`src/rtl/nibble_serial_add_ctrl.sv`:
```
// Nibble-serial adder sequencer that drives one shared 4-bit full-adder slice, LSB nibble first.
// Optional macro SUB_EN adds a 'sub' port for two's-complement subtraction.
module nibble_serial_add_ctrl #(
    parameter int WIDTH = 16
) (
    input  logic             clk,
    input  logic             rst_n,
    input  logic             start,
    input  logic [WIDTH-1:0] op_a,
    input  logic [WIDTH-1:0] op_b,
    input  logic             cin,
`ifdef SUB_EN
    input  logic             sub,
`endif
    output logic             ready,
    output logic             busy,
    output logic             done,
    output logic [WIDTH-1:0] result,
    output logic             cout,
    output logic             ovf,
    output logic [3:0]       add_a,
    output logic [3:0]       add_b,
    output logic             add_cin,
    input  logic [3:0]       add_sum,
    input  logic             add_cout
);

    // state | meaning
    // IDLE  | waiting for start; last result held
    // RUN   | one nibble per cycle through the slice
    // DONE  | result valid, done pulses; start accepted here too

    localparam int NIB = WIDTH / 4;
    localparam int IW  = (NIB > 1) ? $clog2(NIB) : 1;
    localparam logic [IW-1:0] LAST = IW'(NIB - 1);

    typedef enum logic [1:0] {
        IDLE = 2'd0,
        RUN  = 2'd1,
        DONE = 2'd2
    } state_t;

    state_t state, next_state;

    logic [WIDTH-1:0] a_reg;
    logic [WIDTH-1:0] b_reg;
    logic             carry;
    logic [IW-1:0]    idx;
    logic             sub_reg;
    logic [IW+1:0]    bit_base;
    logic [WIDTH-1:0] a_sh;
    logic [WIDTH-1:0] b_sh;
    logic [3:0]       b_eff;
    logic             accept;
    logic             last;

`ifdef SUB_EN
    logic sub_in;
    assign sub_in = sub;
`else
    logic sub_in;
    assign sub_in = 1'b0;
`endif

    assign bit_base = {idx, 2'b00};
    assign a_sh     = a_reg >> bit_base;
    assign b_sh     = b_reg >> bit_base;
    assign b_eff    = sub_reg ? ~b_sh[3:0] : b_sh[3:0];
    assign accept   = start && (state != RUN);
    assign last     = (idx == LAST);

    always_ff @(posedge clk or negedge rst_n) begin
        if (!rst_n) begin
            state <= IDLE;
        end else begin
            state <= next_state;
        end
    end

    always_comb begin
        next_state = state;
        ready      = 1'b0;
        busy       = 1'b0;
        done       = 1'b0;
        add_a      = 4'd0;
        add_b      = 4'd0;
        add_cin    = 1'b0;
        case (state)
            IDLE: begin
                ready = 1'b1;
                if (start) next_state = RUN;
            end
            RUN: begin
                busy    = 1'b1;
                add_a   = a_sh[3:0];
                add_b   = b_eff;
                add_cin = carry;
                if (last) next_state = DONE;
            end
            DONE: begin
                ready      = 1'b1;
                done       = 1'b1;
                next_state = start ? RUN : IDLE;
            end
            default: next_state = IDLE;
        endcase
    end

    // Slice outputs are only captured in RUN so X from an idle slice never lands in state.
    always_ff @(posedge clk or negedge rst_n) begin
        if (!rst_n) begin
            a_reg   <= '0;
            b_reg   <= '0;
            carry   <= 1'b0;
            idx     <= '0;
            sub_reg <= 1'b0;
            result  <= '0;
            cout    <= 1'b0;
            ovf     <= 1'b0;
        end else if (accept) begin
            a_reg   <= op_a;
            b_reg   <= op_b;
            idx     <= '0;
            sub_reg <= sub_in;
            carry   <= sub_in ? 1'b1 : cin;
        end else if (state == RUN) begin
            result[bit_base +: 4] <= add_sum;
            carry                 <= add_cout;
            idx                   <= idx + 1'b1;
            if (last) begin
                cout <= add_cout;
                ovf  <= (a_reg[WIDTH-1] == b_eff[3]) && (add_sum[3] != a_reg[WIDTH-1]);
            end
        end
    end

endmodule

```
`config.mk`:
```
export PLATFORM = sky130hd
export DESIGN_NAME = nibble_serial_add_ctrl
export DESIGN_NICKNAME = d
export VERILOG_FILES = /design/src/rtl/nibble_serial_add_ctrl.sv
export SDC_FILE = /design/constraint.sdc
export NUM_CORES = 1
export LEC_CHECK = 0
export CORE_ASPECT_RATIO = 1.4
export CORE_MARGIN = 4
export CORE_UTILIZATION = 44
export CTS_CLUSTER_DIAMETER = 40
export DETAILED_ROUTE_END_ITERATION = 12
export GPL_ROUTABILITY_DRIVEN = 0
export HOLD_SLACK_MARGIN = 0.06
export PLACE_DENSITY = 0.85
export SLEW_MARGIN = 20
export SYNTH_ARGS = -nofsm -noshare
export SYNTH_HDL_FRONTEND = slang
export SYNTH_SLANG_ARGS = --single-unit
```
`constraint.sdc`:
```
create_clock -name clk -period 2.7 [get_ports clk]
set_clock_uncertainty 0.05 [all_clocks]
set_input_delay 0.405 -clock clk [delete_from_list [all_inputs] [get_ports clk]]
set_output_delay 0.405 -clock clk [all_outputs]
set_load 0.02 [all_outputs]
```
==> flow_metrics.env <==
export IMPL_syn_area_um2=2415
export IMPL_synth_edff_count=0
export IMPL_cp_start_kind="flip-flop"
export IMPL_finalMaxSlewViolations=0
export IMPL_first_iter_violations=66
export IMPL_wl_per_cell_um=15.70
export IMPL_dp_hpwl_um=3803
export IMPL_totalWireLength_um=4850
export IMPL_final_setup_tns_ns=0
export IMPL_async_reset_ff_frac=1.000
export IMPL_cts_max_level=2
export IMPL_slowest_delay_ns=0.53
export IMPL_drt_first_pass_iters=4
export IMPL_p_seq_frac=0.365
export IMPL_p_int_w=0.002613
export IMPL_final_cell_area_um2=3322
export IMPL_vias=1634
export IMPL_cts_hold_buffers=0
export IMPL_grt_setup_unrepaired="no"
export IMPL_numCtsBuffers=5
export IMPL_track_usage=0.1527
export IMPL_synth_area_top_cells="dfrtp_1 57%, mux2_2 15%, mux4_2 6.5%"
export IMPL_ys_flop_type="dfrtp_1"
export IMPL_swShare=0.3471
export IMPL_grt_max_degree=33
export IMPL_critical_path_arrival_ns=2.08
export IMPL_viasPerCell=5.288
export IMPL_grt_pass1_vias=1675
export IMPL_p_sw_w=0.001389
export IMPL_status="finished clean"
export IMPL_grt_antenna_before_repair=0
export IMPL_ys_seq_area_frac=0.5699
export IMPL_yosysTopAreaCell="dfrtp_1"
export IMPL_crit_buf_inv=2
export IMPL_p_per_area_nw_per_um2=1205
export IMPL_syn_inst=163
export IMPL_ant_nets=0
export IMPL_clock_latency_ns=0.30
export IMPL_layout_drive_gt1_share=0.2428
export IMPL_layout_nets=288
export IMPL_cts_root_buf="clkbuf_8"
export IMPL_tightestPinTransition_ns=0.6798
export IMPL_dieArea_um2=6754
export IMPL_p_leak_nw=1.413
export IMPL_cts_sinks=55
export IMPL_grt_ovfl_total=0
export IMPL_syn_nets=209
export IMPL_max_cap_viol_count=0
export IMPL_clockBufferDepth=2
export IMPL_synth_most_common_cell="dfrtp_1"
export IMPL_yosys_area_top_type_share=0.5699
export IMPL_ys_top_cells_by_count="55 x dfrtp_1, 33 x mux2_2, 16 x a22o_1"
export IMPL_setup_viol_count_final=0
export IMPL_clock_fmax_mhz=394.4
export IMPL_dieHeight_um=95.66
export IMPL_synth_area_per_cell_um2=14.81
export IMPL_timing_slew_headroom=0.5404
export IMPL_core_area_um2=5236
export IMPL_cp_end_kind="output pin"
export IMPL_drcViolationCount=0
export IMPL_critPathKind="flip-flop to output pin"
export IMPL_required_ns=2.25
export IMPL_synth_warnings=0
export IMPL_antenna_cells=0
export IMPL_area_delta_synth_final_pct=37.56
export IMPL_cts_tree="done"
export IMPL_peakVddDrop_mv=0.5843
export IMPL_cp_top_family="buffers and inverters"
export IMPL_synth_cell_type_count=27
export IMPL_die_w_um=70.61
export IMPL_critPathSlowestCell="clkdlybuf4s50_1"
export IMPL_finalHoldViolations=0
export IMPL_fp_row_count=31
export IMPL_path_cells="buf_4 -> mux4_2 -> and2_1 -> clkdlybuf4s50_1"
export IMPL_ys_ff_latch=55
export IMPL_crit_path_max_fanout=9
export IMPL_io_buffers=70
export IMPL_p_clk_frac=0.120
export IMPL_min_path_type="input port to async pin"
export IMPL_min_period_ns=2.536
export IMPL_initial_core_util=0.4612
export IMPL_power_frac_comb=0.515
export IMPL_place_area_um2=3202
export IMPL_clkTransAtPathRegs_ns=0.09
export IMPL_ios=71
export IMPL_timing_final_crit_share=0.9391
export IMPL_p_total_w=0.004002
export IMPL_grt_pass1_wl_um=8017
[worst reg2reg max path, cell delays in order (launching register included)]
cell	delay, ns
dfrtp_1	0.49
buf_4	0.21
inv_1	0.09
ha_1	0.35
inv_1	0.07
nor4b_1	0.63
a22o_1	0.23
[cell usage in the layout (no fill, tap or decap), drive strengths merged, types with 2 or more instances in the layout]
cell           netlist  layout
o21ai                2       2
nand2                3       3
mux2                33      33
a22o                16      16
mux4                 8       8
and2                 9       9
clkdlybuf4s50        0      69
clkbuf               3       8
dfrtp               55      55
buf                  3       9
nor4                 2       2
nor4b                2       2
nor2b                2       2
inv                  6       5
ha                   5       5
nand3b               5       5
[power groups by stage]
stage | clock network, W | registers [W] | logic [W]
2_1_floorplan | 0 | 0.00156 | 0.00116
3_3_place_gp | 0 | 0.00147 | 0.00200
3_5_place_dp | 0 | 0.00150 | 0.00204
4_1_cts | 0.000494 | 0.00146 | 0.00209
5_1_grt | 0.000528 | 0.00151 | 0.00222
6_report | 0.000481 | 0.00146 | 0.00206
[cells by family after synthesis]
kind of cell,count (synthesis),synth area share
simple gates,27,0.07203
flops,55,0.5699
mux,42,0.2342
fa+ha+maj,5,0.02591
buf+inv,12,0.02435
compound gates,22,0.07357
[repair_timing]
action | 4_1_cts | 5_1_grt
setup endpoints to repair | 3 | 5
pin swaps | 0 | 0
buffers inserted | 2 | 0
resized for setup | 1 | 1
[layout make-up]
type                       count  area, um^2
fill                         415        1914
sequential                    55        1378
multi-input combinational     96       979.7
timing repair buffer          78       755.7
clock buffer                   8       100.1
tap                           66       82.58
inverter                       6       26.28
[final timing paths]
path                                      start                      to  slack (ns)  depth (start not counted)
hold reg to reg            b_reg[3]$_DFFE_PN0P_    b_reg[3]$_DFFE_PN0P_        0.46                          1
hold / removal                            rst_n    a_reg[6]$_DFFE_PN0P_        0.05                          1
setup reg to reg             idx[1]$_DFFE_PN0P_  result[11]$_DFFE_PN0P_        0.52                          6
min in group clk           b_reg[3]$_DFFE_PN0P_    b_reg[3]$_DFFE_PN0P_        0.46                          1
max in group asynchronous                 rst_n      idx[0]$_DFFE_PN0P_        1.92                          2
setup / recovery             idx[0]$_DFFE_PN0P_                add_b[0]        0.16                          4
[through the flow]
step | std cells | setup WS (ns) | hold WS, ns | utilization
global placement | 299 | 0.2470 | 0.3908 | 0.6115
detailed placement | 299 | 0.2375 | 0.4002 | 0.6115
finish | 309 | 0.1643 | 0.04689 | 0.6344
global route | 309 | 0.06190 | 0.08406 | 0.6344
CTS | 309 | 0.05999 | 0.06250 | 0.6337
floorplan | 163 | 0.7289 | 0.05941 | -
[layer usage]
metal / track usage / part of all wire / vias to the layer above / routed length, um
met5: 0 / 0 / - / 0
met4: 0.04702 / 0.0091 / 0 / 44
met3: 0.04747 / 0.074 / 4 / 358
met2: 0.2719 / 0.52 / 58 / 2515
met1: 0.1760 / 0.40 / 813 / 1931
li1: - / - / 759 / -
Power figures use the tool's default switching activity.
